File: config.mk
export PLATFORM = sky130hd
export DESIGN_NAME = upgrade_armor_mgr
export DESIGN_NICKNAME = d
export VERILOG_FILES = /design/src/rtl/game_pkg.sv /design/src/rtl/box_hit_detect.sv /design/src/rtl/upgrade_armor_mgr.sv
export SDC_FILE = /design/constraint.sdc
export NUM_CORES = 1
export LEC_CHECK = 0
export BUFFER_PORTS_ARGS = -buffer_cell sky130_fd_sc_hd__buf_2
export CAP_MARGIN = 30
export CORE_MARGIN = 2
export CORE_UTILIZATION = 25
export DETAILED_ROUTE_END_ITERATION = 8
export PLACE_DENSITY = 0.52
export REMOVE_ABC_BUFFERS = 1
export SYNTH_ARGS = -nofsm -noshare
export SYNTH_HDL_FRONTEND = slang
export SYNTH_SLANG_ARGS = --single-unit
File: constraint.sdc
create_clock -name frame_clk -period 5.9 [get_ports frame_clk]
set_clock_uncertainty 0.1 [all_clocks]
set_input_delay 1.18 -clock frame_clk [delete_from_list [all_inputs] [get_ports frame_clk]]
set_output_delay 1.18 -clock frame_clk [all_outputs]
set_load 0.01 [all_outputs]
File: src/rtl/game_pkg.sv
// -----------------------------------------------------------------------------
// game_pkg
// Shared types and constants for the tank game video/logic blocks.
//   dir_e          : tank facing direction as encoded on Player_Dir
//   armor_state_e  : life-cycle state of the armor power-up
//   SCREEN_W/H     : visible frame size in pixels, used for position clamping
// -----------------------------------------------------------------------------
package game_pkg;

   localparam int SCREEN_W = 640;
   localparam int SCREEN_H = 480;

   typedef enum logic [1:0] {
      DIR_LEFT  = 2'b00,
      DIR_RIGHT = 2'b01,
      DIR_DOWN  = 2'b10,
      DIR_UP    = 2'b11
   } dir_e;

   typedef enum logic [1:0] {
      ARMOR_AVAILABLE    = 2'd0,
      ARMOR_ATTACHED     = 2'd1,
      ARMOR_RESPAWN_WAIT = 2'd2
   } armor_state_e;

endpackage

File: src/rtl/box_hit_detect.sv
// -----------------------------------------------------------------------------
// box_hit_detect
// Combinational point-in-box test, inclusive on all four edges.
// Ports:
//   PointX, PointY  in  10  point to test (e.g. a player centre)
//   BoxX, BoxY      in  10  box centre
//   Box_Size        in  10  box half-size
//   hit             out  1  point lies inside [Box-Size, Box+Size] on both axes
// The lower bound saturates at 0 and the compare runs in 11 bits, so a box near
// the top/left screen edge never wraps around to a huge bound.
// -----------------------------------------------------------------------------
module box_hit_detect (
   input  logic [9:0] PointX,
   input  logic [9:0] PointY,
   input  logic [9:0] BoxX,
   input  logic [9:0] BoxY,
   input  logic [9:0] Box_Size,
   output logic       hit
);

   logic [10:0] x_lo, x_hi, y_lo, y_hi;

   always_comb begin
      x_lo = (BoxX >= Box_Size) ? ({1'b0, BoxX} - {1'b0, Box_Size}) : 11'd0;
      y_lo = (BoxY >= Box_Size) ? ({1'b0, BoxY} - {1'b0, Box_Size}) : 11'd0;
      x_hi = {1'b0, BoxX} + {1'b0, Box_Size};
      y_hi = {1'b0, BoxY} + {1'b0, Box_Size};
      hit  = ({1'b0, PointX} >= x_lo) && ({1'b0, PointX} <= x_hi) &&
             ({1'b0, PointY} >= y_lo) && ({1'b0, PointY} <= y_hi);
   end

endmodule

File: src/rtl/upgrade_armor_mgr.sv
// -----------------------------------------------------------------------------
// upgrade_armor_mgr
// Armor power-up controller, clocked once per video frame. Owns the armor's
// life cycle: available on the field -> attached to the collector's rear
// (absorbing rear hits) -> respawn wait -> available again.
// Ports:
//   frame_clk            in   1           frame clock
//   Reset_n              in   1           asynchronous active-low reset
//   PlayerX, PlayerY     in   N*10        packed player centres, player i at [10i+9:10i]
//   Player_Size          in   10          player half-size
//   Player_Dir           in   N*2         packed facing direction (dir_e)
//   Rear_Hit             in   N           1-frame pulse: player i struck from behind
//   UpgradeX/Y/_Size     in   10 each     spawn-point centre and half-size
//   ArmorX, ArmorY       out  10 each     armor sprite centre
//   Armor_Length_Halved  out  10          sprite half-width
//   Armor_Height_Halved  out  10          sprite half-height
//   armor_visible        out  1           draw enable
//   armor_owner          out  N           one-hot owner, 0 when unowned
//   hits_left            out  4           remaining durability
//   was_collected        out  1           high while attached
//   hit_absorbed         out  N           1-frame pulse: rear hit on player i absorbed
// All outputs are registered and describe the state entered on the same edge.
// -----------------------------------------------------------------------------
module upgrade_armor_mgr
   import game_pkg::*;
#(
   parameter int N_PLAYERS       = 2,
   parameter int ARMOR_LONG      = 12,
   parameter int ARMOR_SHORT     = 4,
   parameter int ARMOR_GAP       = 10,
   parameter int ARMOR_HITS      = 3,
   parameter int LIFETIME_FRAMES = 600,
   parameter int RESPAWN_FRAMES  = 300
) (
   input  logic                     frame_clk,
   input  logic                     Reset_n,
   input  logic [N_PLAYERS*10-1:0]  PlayerX,
   input  logic [N_PLAYERS*10-1:0]  PlayerY,
   input  logic [9:0]               Player_Size,
   input  logic [N_PLAYERS*2-1:0]   Player_Dir,
   input  logic [N_PLAYERS-1:0]     Rear_Hit,
   input  logic [9:0]               UpgradeX,
   input  logic [9:0]               UpgradeY,
   input  logic [9:0]               Upgrade_Size,
   output logic [9:0]               ArmorX,
   output logic [9:0]               ArmorY,
   output logic [9:0]               Armor_Length_Halved,
   output logic [9:0]               Armor_Height_Halved,
   output logic                     armor_visible,
   output logic [N_PLAYERS-1:0]     armor_owner,
   output logic [3:0]               hits_left,
   output logic                     was_collected,
   output logic [N_PLAYERS-1:0]     hit_absorbed
);

   localparam int MAX_FRAMES = (LIFETIME_FRAMES > RESPAWN_FRAMES) ? LIFETIME_FRAMES : RESPAWN_FRAMES;
   localparam int CNT_W      = (MAX_FRAMES > 1) ? $clog2(MAX_FRAMES) : 1;
   localparam logic [CNT_W-1:0] LIFE_LAST    = CNT_W'(LIFETIME_FRAMES - 1);
   localparam logic [CNT_W-1:0] RESPAWN_LAST = CNT_W'(RESPAWN_FRAMES - 1);

   armor_state_e         state;
   logic [CNT_W-1:0]     frame_cnt;   // shared life/respawn counter, cleared on every state change

   logic [N_PLAYERS-1:0] in_box;
   logic [N_PLAYERS-1:0] collect_onehot;
   logic                 collect_any;

   logic [9:0]           own_x, own_y;
   dir_e                 own_dir;
   logic [10:0]          rear_offset;
   logic signed [12:0]   own_x_s, own_y_s, off_s;
   logic [9:0]           rear_x, rear_y, rear_len, rear_ht;
   logic                 owner_hit;

   // Saturate an extended signed coordinate into 0..vmax.
   function automatic logic [9:0] clamp_pos(input logic signed [12:0] v,
                                            input logic signed [12:0] vmax);
      if (v < 13'sd0)
         return 10'd0;
      else if (v > vmax)
         return vmax[9:0];
      else
         return v[9:0];
   endfunction

   for (genvar i = 0; i < N_PLAYERS; i++) begin : g_box
      box_hit_detect u_box (
         .PointX   (PlayerX[10*i +: 10]),
         .PointY   (PlayerY[10*i +: 10]),
         .BoxX     (UpgradeX),
         .BoxY     (UpgradeY),
         .Box_Size (Upgrade_Size),
         .hit      (in_box[i])
      );
   end

   // Lowest-index player wins a simultaneous collection.
   always_comb begin
      collect_onehot = '0;
      collect_any    = 1'b0;
      for (int i = 0; i < N_PLAYERS; i++) begin
         if (in_box[i] && !collect_any) begin
            collect_onehot[i] = 1'b1;
            collect_any       = 1'b1;
         end
      end
   end

   // Rear placement: armor sits behind the owner, opposite to its facing.
   always_comb begin
      own_x   = '0;
      own_y   = '0;
      own_dir = DIR_LEFT;
      for (int i = 0; i < N_PLAYERS; i++) begin
         if (armor_owner[i]) begin
            own_x   = PlayerX[10*i +: 10];
            own_y   = PlayerY[10*i +: 10];
            own_dir = dir_e'(Player_Dir[2*i +: 2]);
         end
      end

      rear_offset = {1'b0, Player_Size} + 11'(ARMOR_GAP);
      own_x_s     = signed'({3'b000, own_x});
      own_y_s     = signed'({3'b000, own_y});
      off_s       = signed'({2'b00, rear_offset});

      rear_x   = own_x;
      rear_y   = own_y;
      rear_len = 10'(ARMOR_SHORT);
      rear_ht  = 10'(ARMOR_LONG);
      case (own_dir)
         DIR_LEFT:  rear_x = clamp_pos(own_x_s + off_s, 13'(SCREEN_W - 1));
         DIR_RIGHT: rear_x = clamp_pos(own_x_s - off_s, 13'(SCREEN_W - 1));
         DIR_DOWN: begin
            rear_y   = clamp_pos(own_y_s - off_s, 13'(SCREEN_H - 1));
            rear_len = 10'(ARMOR_LONG);
            rear_ht  = 10'(ARMOR_SHORT);
         end
         DIR_UP: begin
            rear_y   = clamp_pos(own_y_s + off_s, 13'(SCREEN_H - 1));
            rear_len = 10'(ARMOR_LONG);
            rear_ht  = 10'(ARMOR_SHORT);
         end
         default: ;
      endcase

      owner_hit = |(Rear_Hit & armor_owner);
   end

   always_ff @(posedge frame_clk or negedge Reset_n) begin
      if (!Reset_n) begin
         state               <= ARMOR_AVAILABLE;
         frame_cnt           <= '0;
         armor_owner         <= '0;
         hits_left           <= 4'd0;
         was_collected       <= 1'b0;
         hit_absorbed        <= '0;
         ArmorX              <= 10'd0;
         ArmorY              <= 10'd0;
         Armor_Length_Halved <= 10'd0;
         Armor_Height_Halved <= 10'd0;
         armor_visible       <= 1'b1;
      end else begin
         hit_absorbed <= '0;
         case (state)
            ARMOR_AVAILABLE: begin
               ArmorX              <= UpgradeX;
               ArmorY              <= UpgradeY;
               Armor_Length_Halved <= Upgrade_Size;
               Armor_Height_Halved <= Upgrade_Size;
               armor_visible       <= 1'b1;
               if (collect_any) begin
                  state         <= ARMOR_ATTACHED;
                  armor_owner   <= collect_onehot;
                  hits_left     <= 4'(ARMOR_HITS);
                  frame_cnt     <= '0;
                  was_collected <= 1'b1;
               end
            end

            ARMOR_ATTACHED: begin
               ArmorX              <= rear_x;
               ArmorY              <= rear_y;
               Armor_Length_Halved <= rear_len;
               Armor_Height_Halved <= rear_ht;
               if (owner_hit) begin
                  hit_absorbed <= Rear_Hit & armor_owner;
                  hits_left    <= hits_left - 4'd1;
               end
               // A breaking hit coinciding with expiry is still absorbed above.
               if ((owner_hit && hits_left == 4'd1) || frame_cnt == LIFE_LAST) begin
                  state         <= ARMOR_RESPAWN_WAIT;
                  frame_cnt     <= '0;
                  armor_owner   <= '0;
                  hits_left     <= 4'd0;
                  was_collected <= 1'b0;
                  armor_visible <= 1'b0;
               end else begin
                  frame_cnt <= frame_cnt + 1'b1;
               end
            end

            ARMOR_RESPAWN_WAIT: begin
               if (frame_cnt == RESPAWN_LAST) begin
                  state               <= ARMOR_AVAILABLE;
                  frame_cnt           <= '0;
                  armor_visible       <= 1'b1;
                  ArmorX              <= UpgradeX;
                  ArmorY              <= UpgradeY;
                  Armor_Length_Halved <= Upgrade_Size;
                  Armor_Height_Halved <= Upgrade_Size;
               end else begin
                  frame_cnt <= frame_cnt + 1'b1;
               end
            end

            default: begin
               state     <= ARMOR_AVAILABLE;
               frame_cnt <= '0;
            end
         endcase
      end
   end

endmodule

Word level (Yosys, flattened, before mapping)
Cells that the tools add are included.
- bits in latches: 0
- word-level logic and storage cells: 126
- register bits: 62
- output and inout port bits: 50
- memories kept: 0
- bits of input ports: 88
- ROM bits: 0
- bits in writable memories: 0
- reduce and logical (&&, ||, !) cells: 21
- multiplexer cells: 52
- $add $sub $neg: 11
- bitwise logic cells: 1
- shift operators: 0
- eq/ne operators: 12
- multiply operators: 0
- divide/modulo/power cells: 0
- order comparisons: 18
- operators with widths (cell ; count):
    10-bit 2-to-1 mux ; 18
    10-bit case mux with 3 select lines ; 5
    12-bit by 1-bit less-than comparator with 1-bit output (second input constant) ; 4
    10-bit by 11-bit greater-or-equal comparator with 1-bit output ; 4
    10-bit by 11-bit <= comparator with 1-bit output ; 4
    10-bit case mux with 2 select lines ; 2
    10-bit by 11-bit adder with 12-bit output ; 2
    12-bit by 10-bit > comparator with 1-bit output (second input constant) ; 2
    10-bit by 11-bit subtractor with 12-bit output ; 2
    10-bit by 10-bit adder with 11-bit output ; 2
    11-bit 2-to-1 mux ; 2
    10-bit by 10-bit subtractor with 11-bit output ; 2
    10-bit greater-or-equal comparator ; 2
    4-bit 2-to-1 mux ; 5
    2-bit 2-to-1 mux ; 9
    12-bit by 11-bit > comparator with 1-bit output (second input constant) ; 1
    12-bit by 9-bit > comparator with 1-bit output (second input constant) ; 1
    3-bit AND reduction ; 4
    10-bit by 4-bit adder with 11-bit output (second input constant) ; 1
    10-bit by 1-bit adder with 10-bit output (second input constant) ; 1
    10-bit == test (second input constant) ; 1
    10-bit by 9-bit == test with 1-bit output (second input constant) ; 1
    1-bit logical AND ; 8
    4-bit case mux with 2 select lines ; 1
    other kinds (19) ; 31

Logic depth before layout (Yosys ltp)
- depth after elaboration: 12
- gate-level depth with buffers: 23
- mapped depth without buffers: 22

Cells and area by module
From an unflattened synthesis, not the netlist that was laid out.
- cells, all modules: 1458
- area total of the unflattened synthesis: 11203.2 sq um
- by module, submodules not included (module ; area each (sq um) ; times used ; seq. area each (sq um) ; cells each):
    upgrade_armor_mgr ; 5550.3 ; 1 ; 1327.5 ; 700
    box_hit_detect at g_box[1].u_box ; 2901.5 ; 1 ; 0.0 ; 389
    box_hit_detect at g_box[0].u_box ; 2751.4 ; 1 ; 0.0 ; 369

Worst setup path before layout
No wires, ideal clock.
- path kind: input to register
- start point: input Upgrade_Size[1]
- end point: register frame_cnt[8]
- library setup time: 104 ps
- buffers on the path: 2
- slack: 781 ps
- arrival: 4916 ps
- stages: 19
- cell sequence: inv_1 > ha_1 > nor2b_1 > o31ai_1 > a21o_1 > a2111oi_0 > or2_2 > clkbuf_1 > nand3_1 > ha_1 > nand4_1 > or3_1 > a21oi_1 > o22ai_1 > nand4bb_1 > a21o_1 > and2_4 > buf_6 > o41ai_2
- word-level cells in the longest chain between the ends: 11
- elaborated cells between the ends (all ways): 27
- those cells by class: add/sub: 4; order compare: 10; eq/ne: 1; mux: 4; reduce/logical: 8
- RTL lines (element ; RTL line ; text):
    start, declared ; upgrade_armor_mgr.sv:44 ; input logic [9:0] Upgrade_Size,
    10-bit by 10-bit subtractor with 11-bit output or 10-bit greater-or-equal comparator (tied branches) ; box_hit_detect.sv:24 ; x_lo = (BoxX >= Box_Size) ? ({1'b0, BoxX} - {1'b0, Box_Size}) : 11'd0;
    11-bit 2-to-1 mux ; box_hit_detect.sv:24 ;
    10-bit by 11-bit greater-or-equal comparator with 1-bit output ; box_hit_detect.sv:28 ; hit = ({1'b0, PointX} >= x_lo) && ({1'b0, PointX} <= x_hi) &&
    1-bit logical AND (2 in a row) ; box_hit_detect.sv:28 ;
    1-bit logical AND ; box_hit_detect.sv:29 ; ({1'b0, PointY} >= y_lo) && ({1'b0, PointY} <= y_hi);
    1-bit 2-to-1 mux ; upgrade_armor_mgr.sv:102 ; if (in_box[i] && !collect_any) begin
    1-bit zero test ; upgrade_armor_mgr.sv:102 ;
    1-bit logical AND ; upgrade_armor_mgr.sv:102 ;
    1-bit 2-to-1 mux (*) ; upgrade_armor_mgr.sv:102 ;
    2-bit != test (no source line) (*) ; n/a ;
    end signal, assigned ; upgrade_armor_mgr.sv:199 ; frame_cnt <= frame_cnt + 1'b1;
    end signal, assigned ; upgrade_armor_mgr.sv:213 ; frame_cnt <= frame_cnt + 1'b1;
    end, declared ; upgrade_armor_mgr.sv:62 ; logic [CNT_W-1:0] frame_cnt;
Mark *: on every way between the ends. The rest lies on a longest branch, timed or not.
A chain may end at the register's enable or synchronous reset.

Worst setup path after layout
- start point: input Upgrade_Size[1]
- end point: register frame_cnt[9]
Same word-level chain as after synthesis.

==> impl_metrics.env <==
export IMPL_setup_viol=0
export IMPL_drive_gt1_frac=0.1586
export IMPL_vias_per_cell=5.343
export IMPL_power_mw=3.848
export IMPL_path_class="input pin to register"
export IMPL_mostFrequentLayoutCell="ha_1"
export IMPL_vias=9132
export IMPL_grt_overflow=0
export IMPL_cp_arrival_ns=5.63
export IMPL_final_cell_mix="ha_1 (169), buf_2 (137), a21oi_1 (105), inv_1 (83), nand2_1 (80)"
export IMPL_cts_tree="yes"
export IMPL_synth_area_leaders="ha_1 (24%), dfrtp_1 (15%), a21oi_1 (5.9%)"
export IMPL_ant_nets=0
export IMPL_ys_ff_latch=53
export IMPL_seq_area_frac_synth=0.1484
export IMPL_r2r_end="ArmorY[2]"
export IMPL_worstHoldStart="ArmorY[9]"
export IMPL_rsz0062_at_grt="no"
export IMPL_antenna_found_initial=14
export IMPL_seqPwrFrac=0.158
export IMPL_rows=69
export IMPL_slew_violations=0
export IMPL_die_h_um=193.2
export IMPL_grt_max_degree=54
export IMPL_synth_warnings=0
export IMPL_finalNetCount=1506
export IMPL_start_kind="input pin"
export IMPL_drtIter0Drc=685
export IMPL_tns_ns=0
export IMPL_ctsHoldBuffers=0
export IMPL_dp_hpwl_um=27870
export IMPL_startpoint="Upgrade_Size[1]"
export IMPL_peakVddDrop_mv=0.1424
export IMPL_synth_area_per_cell_um2=7.846
export IMPL_cts_setup_buffers=0
export IMPL_hold_violations=0
export IMPL_pin_count=138
export IMPL_swShare=0.5275
export IMPL_io_buffers=137
export IMPL_place_congestion=0.9182
export IMPL_leakagePower_nw=4.810
export IMPL_whs_path_depth=2
export IMPL_min_to="ArmorY[9]"
export IMPL_cts_buffer_depth=2
export IMPL_post_cts_resized=0
export IMPL_hp_class="register to register"
export IMPL_ys_types=80
export IMPL_cap_violations=0
export IMPL_combPwrFrac=0.736
export IMPL_status="finished, final reports clean"
export IMPL_dr_pass1_iters=6
export IMPL_synth_area_um2=8945
export IMPL_postLayoutCoreUtil=0.2902
export IMPL_rrSetupSlack_ns=1.13
export IMPL_grt_pass1_wl_um=50690
export IMPL_grt_pass1_vias=8629
export IMPL_cts_htree_levels=2
export IMPL_clkLatencyLatePin_ns=0.32
export IMPL_reg2reg_depth=12
export IMPL_critPathMaxFanout=10
export IMPL_pwr_share_clk=0.106
export IMPL_cts_sinks=53
export IMPL_p_per_area_nw_per_um2=374.6
export IMPL_tightestPinTransition_ns=0.9774
export IMPL_drt_wirelength_per_cell_um=19.88
export IMPL_cp_required_ns=6.02
export IMPL_die_width_um=193.2
export IMPL_yosysTopAreaCellShare=0.2364
export IMPL_end_kind="register"
export IMPL_synth_area_leader_cell="ha_1"
export IMPL_relSlewSlack=0.3484
export IMPL_area_delta_synth_final_pct=14.84
export IMPL_switchingPower_mw=2.030
export IMPL_synth_edf_count=0
export IMPL_drc=0
export IMPL_path_cells="buf_2, inv_1, ha_1, nor2b_1, o31a_1, or2_2, o31ai_1, a21o_1, nor2_1, ha_1, nand2b_1, a211oi_1, or3_1, a21oi_1, o221ai_1, or3_4, a21o_1, and2_4, o41ai_2"
export IMPL_cts_buffers=5
export IMPL_root_buffer="clkbuf_16"
export IMPL_cp_slowest_cell="or3_4"
export IMPL_path_clk_slew_ns=0.07
export IMPL_core_um2=35400
export IMPL_start_util=0.2527
export IMPL_die_area_um2=37310
export IMPL_critPathMaxStageDelay_ns=0.40
export IMPL_finalCritPeriodShare=0.9335
export IMPL_async_flop_share=1.000
export IMPL_post_route_min_period_ns=5.508
export IMPL_syn_inst=1140
export IMPL_grt_usage=0.1788
export IMPL_r2r_start="armor_owner[0]"
export IMPL_p_int_mw=1.818
export IMPL_max_freq_mhz=181.6
export IMPL_wl_um=33980
export IMPL_ys_dominant_reg_cell="dfrtp_1"
critical path, delay by kind of cell:
family / cells / cell delay, ns
AO/OA/AOI/OAI: 8 / 1.78
adder cells (fa/ha/maj): 2 / 0.59
buffers and inverters: 2 / 0.42
AND/OR/NAND/NOR: 7 / 1.64
synthesized netlist by cell type, types with 5 or more instances:
cell and n:
o31ai_1 12, nand2b_1 13, fa_1 8, nand3_1 20, a221oi_1 12, inv_1 83, o21bai_1 14, a21o_1 23
nand3b_1 7, xnor2_1 40, o211ai_1 5, a21oi_1 105, a31oi_1 13, nor2b_1 13, and3_1 15, o21a_1 7
nor2_1 78, o221ai_1 6, or3_1 22, buf_4 9, o21ai_0 79, nor3_1 23, nand2_1 80, ha_1 169
clkbuf_1 45, or2_2 8, and2_1 5, a22oi_1 7, nand4_1 11, a22o_1 19, a211oi_1 22, dfrtp_1 52
xor2_1 18, nor4_1 5
metrics by stage:
| stage | cell area (um2) | cells | hold slack (ns) | setup WS [ns] |
|---|---|---|---|---|
| floorplan | 8662 | 1079 | 0.3885 | 0.7491 |
| global placement | 10070 | 1695 | 0.3626 | 0.1378 |
| global route | 10270 | 1707 | 0.4104 | 0.03953 |
| detailed placement | 10070 | 1695 | 0.3737 | 0.09044 |
| CTS | 10260 | 1703 | 0.3904 | 0.4188 |
| finish | 10270 | 1709 | 0.3910 | 0.3922 |
power by group through the flow:
stage	Clock, mW	Sequential (mW)	Combinational [mW]
floorplan	0	0.682	1.79
global route	0.436	0.625	3.14
global placement	0	0.610	2.79
finish	0.408	0.607	2.83
detailed placement	0	0.616	2.80
CTS	0.425	0.609	2.81
metal layers:
layer / vias to the layer above / GRT usage / routed length [um]
li1: 4393 / - / -
met1: 4344 / 0.2415 / 15410
met2: 319 / 0.2843 / 14980
met3: 62 / 0.03385 / 2461
met4: 14 / 0.06206 / 1044
met5: - / 0 / 81
flip-flops by register name, summed over array words and instances, names as in the netlist, 2 cells and up:
signal               cells
ArmorX                  10
ArmorY                  10
Armor_Length_Halved     10
frame_cnt               10
hits_left                4
armor_owner              2
hit_absorbed             2
state                    2
cells by family after synthesis:
family                     after synthesis  share of synthesized area
buffers and inverters                  144                    0.06644
and+or+nand+nor                        324                     0.1844
DFF                                     53                     0.1484
muxes                                    3                   0.003776
adders and majority gates              177                     0.2543
xor gates and xnor gates                58                    0.05679
AOI/OAI and AO/OA                      381                     0.2859
worst max path at each step:
stage,slack [ns],endpoint,cells after the start
2_1_floorplan,0.75,state[1],18
3_3_place_gp,0.14,frame_cnt[9],19
3_5_place_dp,0.09,state[1],19
4_1_cts,0.42,frame_cnt[9],19
5_1_grt,0.04,frame_cnt[0],21
6_report,0.39,frame_cnt[9],19
area by class of cell:
cell class	instances	area [um2]
well taps	461	576.8
flip-flops and latches	53	1328
multi-input cells	943	7030
clock inverters	3	65.06
diodes	6	15.01
inverters	83	311.5
clock buffers	5	125.1
fillers	3861	25120
repair buffers	155	820.8
No activity file was read; power rests on OpenSTA's default activity.
